### config.mk
export PLATFORM = sky130hd
export DESIGN_NAME = mem_agu_burst
export DESIGN_NICKNAME = d
export VERILOG_FILES = /design/src/rtl/mem_agu_pkg.sv /design/src/rtl/mem_agu_addr_calc.sv /design/src/rtl/mem_agu_burst.sv
export SDC_FILE = /design/constraint.sdc
export NUM_CORES = 1
export LEC_CHECK = 0
export CORE_AREA = 5 5 71 73
export DETAILED_ROUTE_END_ITERATION = 8
export DIE_AREA = 0 0 76 78
export PLACE_DENSITY = 0.73
export SYNTH_ARGS = -nofsm -noshare
export SYNTH_HDL_FRONTEND = slang
export SYNTH_SLANG_ARGS = --single-unit
### constraint.sdc
create_clock -name clk -period 3.2 [get_ports clk]
set_input_delay 0.48 -clock clk [delete_from_list [all_inputs] [get_ports clk]]
set_output_delay 0.48 -clock clk [all_outputs]
set_load 0.1 [all_outputs]
### src/rtl/mem_agu_pkg.sv
// Shared types and constants for the burst address generation unit.
// Optional misaligned-base check is enabled by defining AGU_ALIGN_CHECK_EN.
package mem_agu_pkg;

  typedef enum logic [0:0] {
    AGU_IDLE  = 1'b0,
    AGU_ISSUE = 1'b1
  } agu_state_e;

  localparam int unsigned DefAddrW    = 16;
  localparam int unsigned DefOffW     = 4;
  localparam int unsigned DefMaxBurst = 8;

  // Width of the beats-minus-one field; never narrower than one bit.
  function automatic int unsigned beat_cnt_w(input int unsigned max_burst);
    return (max_burst < 2) ? 1 : $clog2(max_burst);
  endfunction

endpackage

### src/rtl/mem_agu_addr_calc.sv
// Start address computation: halfword-aligned base plus word offset, modulo 2^ADDR_W.
// Purely combinational; no configuration macros affect this file.
module mem_agu_addr_calc
  import mem_agu_pkg::*;
#(
  parameter int unsigned ADDR_W = DefAddrW,
  parameter int unsigned OFF_W  = DefOffW
) (
  input  logic [ADDR_W-1:0] base,
  input  logic [OFF_W-1:0]  offset,
  output logic [ADDR_W-1:0] start
);

  logic [ADDR_W-1:0] base_masked;
  logic [ADDR_W-1:0] off_ext;
  logic [ADDR_W-1:0] off_bytes;

  assign base_masked = base & ~ADDR_W'(1);
  // Signed size cast sign-extends the word offset before scaling to bytes.
  assign off_ext     = ADDR_W'($signed(offset));
  assign off_bytes   = off_ext << 1;
  assign start       = base_masked + off_bytes;

endmodule

### src/rtl/mem_agu_burst.sv
// Multi-beat address generator: one halfword address per accepted beat, stepping by 2.
// Define AGU_ALIGN_CHECK_EN to flag odd bases as single-beat error transfers.
module mem_agu_burst
  import mem_agu_pkg::*;
#(
  parameter int unsigned ADDR_W    = DefAddrW,
  parameter int unsigned OFF_W     = DefOffW,
  parameter int unsigned MAX_BURST = DefMaxBurst,
  localparam int unsigned BeatW    = beat_cnt_w(MAX_BURST)
) (
  input  logic              clk,
  input  logic              rst_n,
  input  logic              req_valid,
  output logic              req_ready,
  input  logic [ADDR_W-1:0] req_base,
  input  logic [OFF_W-1:0]  req_offset,
  input  logic [BeatW-1:0]  req_beats_m1,
  output logic              addr_valid,
  input  logic              addr_ready,
  output logic [ADDR_W-1:0] addr,
  output logic              addr_last,
  output logic              addr_err,
  output logic              busy
);

  agu_state_e        state_q, state_d;
  logic [ADDR_W-1:0] addr_q, addr_d;
  logic [BeatW-1:0]  remain_q, remain_d;
  logic [ADDR_W-1:0] start_addr;

  logic issue;
  logic last_beat;
  logic beat_fire;
  logic burst_end;
  logic load;
  logic force_single;

  mem_agu_addr_calc #(
    .ADDR_W (ADDR_W),
    .OFF_W  (OFF_W)
  ) u_addr_calc (
    .base   (req_base),
    .offset (req_offset),
    .start  (start_addr)
  );

  assign issue     = (state_q == AGU_ISSUE);
  assign last_beat = (remain_q == '0);
  assign beat_fire = issue && addr_ready;
  assign burst_end = beat_fire && last_beat;
  // Ready on the final beat lets the next burst start with no idle bubble.
  assign req_ready = !issue || burst_end;
  assign load      = req_valid && req_ready;

`ifdef AGU_ALIGN_CHECK_EN
  logic err_q, err_d;

  assign force_single = req_base[0];

  always_comb begin
    err_d = err_q;
    if (load) begin
      err_d = force_single;
    end else if (burst_end) begin
      err_d = 1'b0;
    end
  end

  always_ff @(posedge clk or negedge rst_n) begin
    if (!rst_n) begin
      err_q <= 1'b0;
    end else begin
      err_q <= err_d;
    end
  end

  assign addr_err = err_q;
`else
  assign force_single = 1'b0;
  assign addr_err     = 1'b0;
`endif

  always_comb begin
    state_d  = state_q;
    addr_d   = addr_q;
    remain_d = remain_q;
    if (load) begin
      state_d  = AGU_ISSUE;
      addr_d   = start_addr;
      remain_d = force_single ? '0 : req_beats_m1;
    end else if (beat_fire) begin
      if (last_beat) begin
        state_d = AGU_IDLE;
      end else begin
        addr_d   = addr_q + ADDR_W'(2);
        remain_d = remain_q - BeatW'(1);
      end
    end
  end

  always_ff @(posedge clk or negedge rst_n) begin
    if (!rst_n) begin
      state_q  <= AGU_IDLE;
      addr_q   <= '0;
      remain_q <= '0;
    end else begin
      state_q  <= state_d;
      addr_q   <= addr_d;
      remain_q <= remain_d;
    end
  end

  assign addr_valid = issue;
  assign addr       = addr_q;
  assign addr_last  = issue && last_beat;
  assign busy       = issue;

endmodule

* Word level (Yosys, flattened, before mapping)
Cells that the tools add are included.
** Word-level totals
- Bits of input ports :: 27
- Bits in latches :: 0
- Bits in read-only memories :: 0
- Memories kept :: 0
- Logic and storage cells :: 27
- Memory bits (writable) :: 0
- Output and inout port bits :: 21
- Register bits after elaboration :: 20
** Cells by class
- Multipliers :: 0
- Reduce and logical (&&, ||, !) cells :: 11
- Shift-type cells :: 0
- Multiplexer cells :: 9
- $add $sub $neg :: 3
- Div/mod/pow operators :: 0
- Equal/unequal tests :: 1
- Bitwise logic cells :: 0
- Order comparisons :: 0
** Operators by type and width (count)
- $mux W16 :: 3
- $add A16 B16 Y16 :: 1
- $add A16 B2 Y16 const B :: 1
- $mux W3 :: 3
- $logic_and A1 B1 Y1 :: 4
- $reduce_and A2 Y1 :: 2
- $reduce_bool A2 Y1 :: 2
- $logic_not A3 Y1 :: 1
- $mux W1 :: 3
- $sub A3 B1 Y3 const B :: 1
- $ne A2 B1 Y1 const B :: 1
- $logic_not A1 Y1 :: 1
- $logic_or A1 B1 Y1 :: 1

* Longest topological paths before layout
Gate-level depths: netlist of the first run.
- Depth in word-level cells :: 6
- Mapped depth :: 9
- Gate-level depth less buffers :: 9

* Cells and area by module
A second synthesis of the first run with hierarchy kept.
** Second synthesis, totals
- Cell total of the unflattened synthesis :: 219
- Area total of the unflattened synthesis :: 1853.0 um2
** By module, submodules not included
- mem_agu_burst :: times used 1, cells an instance 131, area an instance 1178.6 um2, sequential area each 500.5 um2
- mem_agu_addr_calc :: times used 1, cells an instance 88, area an instance 674.4 um2, sequential area each 0.0 um2

* Worst setup path before layout of the first run
No wires, ideal clock.
- Path kind :: reg2reg
- From :: register state_q (netlist: addr_valid)
- To :: register addr_q[13] (netlist: addr[13])
- Buffers on the path :: 1
- Slack :: 0.141 ns
- Data arrival time :: 2.965 ns
- Library setup time :: 0.094 ns
- Period minus slack after synthesis :: 3.059 ns
- Required time :: 3.106 ns
- Cell stages (with the launch flop) :: 7
- Cell sequence :: dfrtp_1 o21ai_1 and2_1 buf_4 nand3_1 mux2i_1 a211oi_1
** Between the ends
- Longest elaborated chain between the ends :: 6
- Elaborated cells between the ends (all ways) :: 9
- Classes of those cells :: 1 x eq/ne; 1 x mux; 7 x reduce/logical
** RTL lines
- start, declared :: line mem_agu_burst.sv:26 : agu_state_e state_q, state_d;
- start signal, assigned :: line mem_agu_burst.sv:107 : state_q <= state_d;
- $logic_and A1 B1 Y1 :: line mem_agu_burst.sv:49 : assign beat_fire = issue && addr_ready;
- $logic_and A1 B1 Y1 :: line mem_agu_burst.sv:50 : assign burst_end = beat_fire && last_beat;
- $logic_or A1 B1 Y1 (*) :: line mem_agu_burst.sv:52 : assign req_ready = !issue || burst_end;
- net req_ready :: line mem_agu_burst.sv:14 : output logic req_ready,
- $logic_and A1 B1 Y1 (*) :: line mem_agu_burst.sv:53 : assign load = req_valid && req_ready;
- $ne A2 B1 Y1 (no line) / $reduce_bool A2 Y1 (equally long branches)
- $reduce_and A2 Y1 (no line)
- end signal, assigned :: line mem_agu_burst.sv:108 : addr_q <= addr_d;
- end, declared :: line mem_agu_burst.sv:27 : logic [ADDR_W-1:0] addr_q, addr_d;
The timed path passes the listed nets; every way through them passes the cells marked *.
A chain may end at the register's enable or synchronous reset.

* Worst setup path after layout of the first run
- From :: input port req_offset[3]
- To :: register addr_q[13] (netlist: addr[13])
** Between the ends
- Longest elaborated chain between the ends :: 2
** RTL lines
- start, declared :: line mem_agu_burst.sv:16 : input logic [OFF_W-1:0] req_offset,
- $add A16 B16 Y16 :: line mem_agu_addr_calc.sv:22 : assign start = base_masked + off_bytes;
- $mux W16 :: line mem_agu_burst.sv:87 : if (load) begin
No other way between the ends.

==> summary.md, run 1 <==
| Metric | Value |
|---|---|
| Maximum vdd ir drop | `~0.00042 V` |
| Mapped cell area | `~0.0019 sq mm` |
| Final instance area | `roughly 0.0024 sq mm` |
| Post-CTS sizing | `0` |
| WL/cell | `around 14 microns` |
| Startpoint Class | `input port` |
| Primary FF master, synth | `dfrtp_1` |
| Commonest non-fill, non-tap cell in the layout | `clkdlybuf4s50_1` |
| Hpwl dp | `between 3000 and 4000 microns` |
| Final setup viols | `0` |
| GRT Util Overall | `0.150` |
| Area after DPL | `~0.0023 sq mm` |
| Setup TNS | `0 ns` |
| H-tree lvl count | `1` |
| Largest net degree at the start of global routing | `20` |
| CTS sink count | `19` |
| #FFs+latches synth | `19` |
| Crit path DAT | `~2.7 ns` |
| Initial drt markers | `157` |
| Gpl congestion | `0.900` |
| GRT Residual Overflow | `0` |
| WP data required | `~3.4 ns` |
| Sequential area share after synthesis | `0.251` |
| Part of the cycle the worst path needs | `0.792` |
| Synth cell types | `51` |
| Initial antenna violation count | `0` |
| Hold WC Path Type | `reg -> reg` |
| Yosys warnings | `0` |
| CTS Hold Bufs | `0` |
| Vias in the first global route | `roughly 1700` |
| Fin nets | `about 320` |
| Post-route ant nets | `0` |
| Clk_lat worst skew | `0.26 ns` |
| Setup CP Type | `in -> reg` |
| Min Tclk post-route | `~2.5 ns` |
| Pleak | `about 1.1 nW` |
| Hold WS | `between 0.4 and 0.5 ns` |
| RSZ-0062 raised after global routing | `false` |
| Via count | `~1800` |
| First-pass iteration count of the detailed router | `4` |
| Routed WL | `about 4400 microns` |
| CTS tree | `built` |
| Number of port buffers | `44` |
| Maximum clock frequency | `slightly below 0.4 GHz` |
| Outcome | `completed` |
| Starting Density | `0.441` |
| Core ar. | `roughly 0.0043 sq mm` |
| Worst-path clk slew | `0.07 ns` |
| Commonest non-fill, non-tap cells in the layout | `25 x clkdlybuf4s50_1, 23 x a21oi_1, 22 x buf_4, 20 x nand2_1, 19 x dfrtp_1` |
| N_diodes | `0` |
| Critical Path Sink Type | `flop` |
| Power Density | `around 950 mW/mm^2` |
| Max-capacitance violation count | `0` |
| R2R setup slack | `roughly 1.3 ns` |
| Slowest Stage Delay on Critical Path | `about 0.69 ns` |
| Share of flip-flops with an asynchronous set or reset | `1.00` |
| Fillers | `about 420` |
| Synth Area per Inst | `around 8.3 sq um` |
| Ports | `48` |
| Worst slew pin tran | `0.849 ns` |
| Post-synth EDFFs | `0` |
| Gate Count Post-Synth | `227` |
| Root buf cell | `clkbuf_8` |
| Clock Skew | `between 0.006 and 0.007 ns` |
| Layout area overhead | `25.1%` |
| Layout cells sized above 1 | `0.152` |
| Die Footprint | `0.00593 sq mm` |
| Vias per Instance | `5.46` |
| Final Max Tran Viols | `0` |
| Num CTS Buffers | `3` |
| Hold Vio Cnt, Final | `0` |
| CTS max path bufs | `2` |
| Die X | `~76 microns` |
| First-pass GRT wire length | `roughly 7700 microns` |
| Critical path, cell by cell | `clkdlybuf4s50_1 > ha_1 > a21o_1 > a21oi_1 > nand3_1 > a221o_1 > mux2i_1 > a211oi_1` |
| Remaining DRCs | `0` |
| Die Height | `78 microns` |
| Setup Buffers After CTS | `0` |
| CP max stage cell | `clkdlybuf4s50_1` |
| Critical Path Fanout Max | `10` |
| Slew HR | `0.432` |
| Std cell rows | `24` |
==> path summary, 6_finish.rpt <==
path                                    start     endpoint  cells after the start
min in group asynchronous               rst_n      addr[3]                      1
max in group asynchronous               rst_n     addr[15]                      1
worst min register to register    remain_q[0]  remain_q[0]                      1
worst min-delay path              remain_q[0]  remain_q[0]                      1
worst max-delay path            req_offset[3]     addr[13]                      8
worst max register to register    remain_q[0]     addr[12]                      8
==> synthesized netlist by cell type (4+ instances only) <==
master	instances	area share
a21o_1	9	0.036
o21ai_0	8	0.021
ha_1	17	0.11
nor2_1	13	0.026
buf_4	4	0.016
or3_1	4	0.013
nand2_1	20	0.040
xnor2_1	7	0.032
o21ai_1	7	0.019
inv_1	9	0.018
nand3_1	10	0.026
a21oi_1	23	0.061
o22ai_1	4	0.013
xor2_1	12	0.056
dfrtp_1	19	0.25
nand4_1	4	0.013
==> cells by family (layout without fill, tap and decap cells) <==
| kind of cell | Yosys count | count (layout) | share of synthesized area |
|---|---|---|---|
| and+or+nand+nor | 76 | 76 | 0.219 |
| AOI/OAI and AO/OA | 71 | 71 | 0.251 |
| buffers and inverters | 20 | 61 | 0.0496 |
| xor gates and xnor gates | 19 | 19 | 0.0880 |
| DFF | 19 | 19 | 0.251 |
| adders and majority gates | 18 | 18 | 0.123 |
| muxes | 3 | 3 | 0.0159 |
| other | 1 | 2 | 0.00198 |
==> sequential cells by signal, indices dropped and copies added, names as in the netlist <==
name and count:
addr 15, addr_valid 1, remain_q 3
==> worst max-delay path: cells and delay by family <==
family,cells,cell delay (ns)
AOI/OAI and AO/OA,4,0.93
and+or+nand+nor,1,0.11
adders and majority gates,1,0.36
buffers and inverters,1,0.69
muxes,1,0.13
==> layout make-up <==
| cell class | count | area (sq um) | share of cell area |
|---|---|---|---|
| Clock inverter | 1 | 5.00 | 0.00212 |
| Sequential cell | 19 | 475 | 0.201 |
| Timing Repair Buffer | 47 | 415 | 0.176 |
| Inverter | 10 | 37.5 | 0.0159 |
| Tap cell | 52 | 65.1 | 0.0275 |
| Multi-Input combinational cell | 189 | 1330 | 0.561 |
| Clock buffer | 3 | 41.3 | 0.0175 |
==> layer usage <==
layer,vias up,GRT usage,wire (microns)
met2,45,0.242,2120
met4,0,0.0409,23
met3,2,0.0231,225
met1,793,0.208,2080
met5,-,0,0
li1,914,-,-
==> where the power goes <==
part / switching, mW / internal, mW / total [mW] / leakage, nW
clock network: 0.0803 / 0.0865 / 0.167 / 0.0255
logic: 1.18 / 0.413 / 1.59 / 0.822
registers: 0.135 / 0.353 / 0.488 / 0.212
==> per-stage QoR <==
| step | util | worst slack [ns] | power, mW | cells |
|---|---|---|---|---|
| 2_1_floorplan | - | 0.141 | 1.74 | 228 |
| 3_3_place_gp | 0.540 | 0.372 | 2.06 | 317 |
| 3_5_place_dp | 0.540 | 0.342 | 2.08 | 317 |
| 4_1_cts | 0.551 | 0.617 | 2.26 | 321 |
| 5_1_grt | 0.551 | 0.483 | 2.38 | 321 |
| 6_report | 0.551 | 0.664 | 2.25 | 321 |
(Power assumes the default switching activity.)
==> run 2: changes to the inputs <==
--- a/config.mk
+++ b/config.mk
@@ -8,7 +8,7 @@
 export CORE_AREA = 5 5 71 73
 export DETAILED_ROUTE_END_ITERATION = 8
 export DIE_AREA = 0 0 76 78
-export PLACE_DENSITY = 0.73
+export PLACE_DENSITY = 0.76
 export SYNTH_ARGS = -nofsm -noshare
 export SYNTH_HDL_FRONTEND = slang
 export SYNTH_SLANG_ARGS = --single-unit
==> constraint.sdc (replaced) <==
create_clock -name clk -period 2.23 [get_ports clk]
set_input_delay 0.3345 -clock clk [delete_from_list [all_inputs] [get_ports clk]]
set_output_delay 0.3345 -clock clk [all_outputs]
set_load 0.1 [all_outputs]
==> run 2 against run 1 <==
Net effect:
- non-clock buffer count increased by 29
- global-route usage increased by 0.81 points
- total power is 50% higher
- cell count is 9.0% higher
- worst hold slack lost 0.054 ns
- largest power group unchanged
- critical path type unchanged
- largest cell class unchanged
==> summary.md, run 2 (synthesized netlist as in run 1, its figures left out) <==
| Metric | Value |
|---|---|
| Dpl cells | `346 (+9.1%)` |
| Via count | `1905 (+8.6%)` |
| Maximum vdd ir drop | `0.000711 V (+69%)` |
| R2R setup slack | `0.29 ns (-0.97 ns)` |
| Clock Skew | `0.00167 ns (-0.00497 ns)` |
| CTS max path bufs | `2 (unchanged)` |
| First-pass GRT wire length | `7940 microns (+3.8%)` |
| Reg2reg path depth | `8 (unchanged)` |
| Buf/Inv on CP | `2 (+1)` |
| RSZ-0062 raised after global routing | `false` |
| Fin nets | `344 (+9.2%)` |
| Layout area overhead | `39.9%` |
| Overall power | `3.37 mW (+50%)` |
| Power Density | `1270 mW/mm^2 (+34%)` |
| Setup CP Type | `in -> reg` |
| Fillers | `378 (-9.6%)` |
| Area of the multi-input gates | `0.00136 sq mm (+2.3%)` |
| GRT Residual Overflow | `0 (unchanged)` |
| Final instance area | `0.00265 sq mm (+12%)` |
| Setup Buffers After CTS | `0 (unchanged)` |
| Critical path, cell by cell | `clkdlybuf4s50_1 > ha_1 > a211oi_2 > o21bai_1 > a41o_2 > buf_4 > xor2_1 > nor2_1 > a311oi_1` |
| Outcome | `completed` |
| Layout cells sized above 1 | `0.272 (+0.119)` |
| Crit path DAT | `2.29 ns (-0.41 ns)` |
| Initial drt markers | `106 (-32%)` |
| Max-capacitance violation count | `0 (unchanged)` |
| Remaining DRCs | `0 (unchanged)` |
| Gpl congestion | `0.836 (-7.0%)` |
| Finished Layout Cells | `350 (+9.0%)` |
| Vias per Instance | `5.44 (-0.39%)` |
| Commonest non-fill, non-tap cell in the layout | `buf_4` |
| Reg2reg end | `addr[12]` |
| Starting Density | `0.441 (unchanged)` |
| Largest register FFs | `15 (unchanged)` |
| Vias in the first global route | `1798 (+6.3%)` |
| Clk_lat worst skew | `0.26 ns (about the same)` |
| Initial antenna violation count | `0 (unchanged)` |
| Startpoint Class | `input port` |
| Final setup viols | `0 (unchanged)` |
| Slowest Stage Delay on Critical Path | `0.43 ns (-0.26 ns)` |
| Critical Path Sink Type | `flop` |
| Critical Path Fanout Max | `2 (-8)` |
| Crit-path leading delay family | `compound AO/OA/AOI/OAI gates` |
| Reg area | `480 sq um (+1.1%)` |
| Hold WC Path Type | `in -> async` |
| Area after DPL | `0.00258 sq mm (+11%)` |
| WP data required | `2.39 ns (-0.97 ns)` |
| Std cell rows | `24 (unchanged)` |
| Maximum clock frequency | `between 0.4 and 0.5 GHz` |
| Die X | `76 microns (unchanged)` |
| First-pass iteration count of the detailed router | `4 (unchanged)` |
| Part of the cycle the worst path needs | `0.956` |
| Commonest non-fill, non-tap cells in the layout | `49 x buf_4, 23 x a21oi_1, 22 x clkdlybuf4s50_1, 19 x nand2_1, 16 x ha_1` |
| Core ar. | `0.00429 sq mm (unchanged)` |
| Ports | `48 (unchanged)` |
| Reg2Reg Launch Point | `remain_q[0]` |
| Routed WL | `4710 microns (+5.9%)` |
| Final Max Tran Viols | `0 (unchanged)` |
| CTS Hold Bufs | `0 (unchanged)` |
| Hold WS | `0.423 ns (-0.0539 ns)` |
| Min Tclk post-route | `between 2 and 2.5 ns` |
| CP max stage cell | `clkdlybuf4s50_1` |
| Largest net degree at the start of global routing | `20 (unchanged)` |
| Pleak | `1.22 nW (+15%)` |
| Worst-path clk slew | `0.07 ns (about the same)` |
| CTS tree | `built` |
| WL/cell | `13.5 microns (-2.9%)` |
| N_diodes | `0 (unchanged)` |
| Die Height | `78 microns (unchanged)` |
| H-tree lvl count | `1 (unchanged)` |
| Die Footprint | `0.00593 sq mm (unchanged)` |
| Post-route ant nets | `0 (unchanged)` |
| Hold Vio Cnt, Final | `0 (unchanged)` |
| Num CTS Buffers | `3 (unchanged)` |
| Hpwl dp | `3770 microns (+5.7%)` |
| CTS sink count | `19 (unchanged)` |
| Setup TNS | `0 ns (unchanged)` |
| Root buf cell | `clkbuf_8` |
| Number of port buffers | `44 (unchanged)` |
| GRT Util Overall | `0.158 (+0.00813)` |
## run 2: cell count changes in the layout (fill, tap and decap cells not counted), sizes merged
cell / change
dlymetal6s2s: +2
clkinv: -1
dlygate4sd2: +1
clkbuf: +1
buf: +29
clkdlybuf4s50: -3
## run 2: repair_timing
action                                  4_1_cts  5_1_grt
gates resized for setup                       1        8
pin swaps                                     0        7
endpoints found under the setup margin        5        6
## run 2: worst reg2reg max path, cell delays in order, from the launching register on
cell       delay, ns
dfrtp_1         0.37
inv_1           0.07
ha_1            0.21
nand2b_2        0.16
and2_1          0.19
a2bb2oi_2       0.27
a21oi_1         0.13
or3b_1          0.38
o21ai_1         0.11
## run 2: worst max path at each step
| stage | start | to | slack, ns | cells after the start |
|---|---|---|---|---|
| after floorplan | addr[5] | addr[12] | 0.0004 | 6 |
| after detailed placement | req_offset[3] | addr[13] | -0.35 | 8 |
| after CTS | req_base[1] | addr[9] | 0.005 | 10 |
| after global routing | req_base[2] | addr[8] | 0.02 | 9 |
| after global placement | req_offset[3] | addr[13] | -0.31 | 8 |
| final | req_base[2] | addr[8] | 0.1 | 9 |
## run 2: cell type report
cell class,count,share of cell area
multi-input combinational,189,0.513
timing repair buffer,76,0.250
sequential,19,0.182
tap,52,0.0246
clock buffer,4,0.0170
inverter,10,0.0142
## run 2: report_power, final
part | switching (mW) | internal (mW)
Combinational | 1.73 | 0.690
Sequential | 0.195 | 0.513
Clock | 0.115 | 0.127
## run 2: layer usage
layer  up-vias  share of wire  track usage
met4         0          0.021       0.0587
met5         -              0            0
li1        969              -            -
met2        48           0.47        0.265
met3        11          0.050       0.0301
met1       877           0.46        0.201
## run 2: per-stage QoR
step | setup WS [ns] | util
global route | 0.0198 | 0.616
global placement | -0.307 | 0.601
finish | 0.0971 | 0.616
CTS | 0.00497 | 0.611
detailed placement | -0.347 | 0.601
floorplan | 0.000396 | -
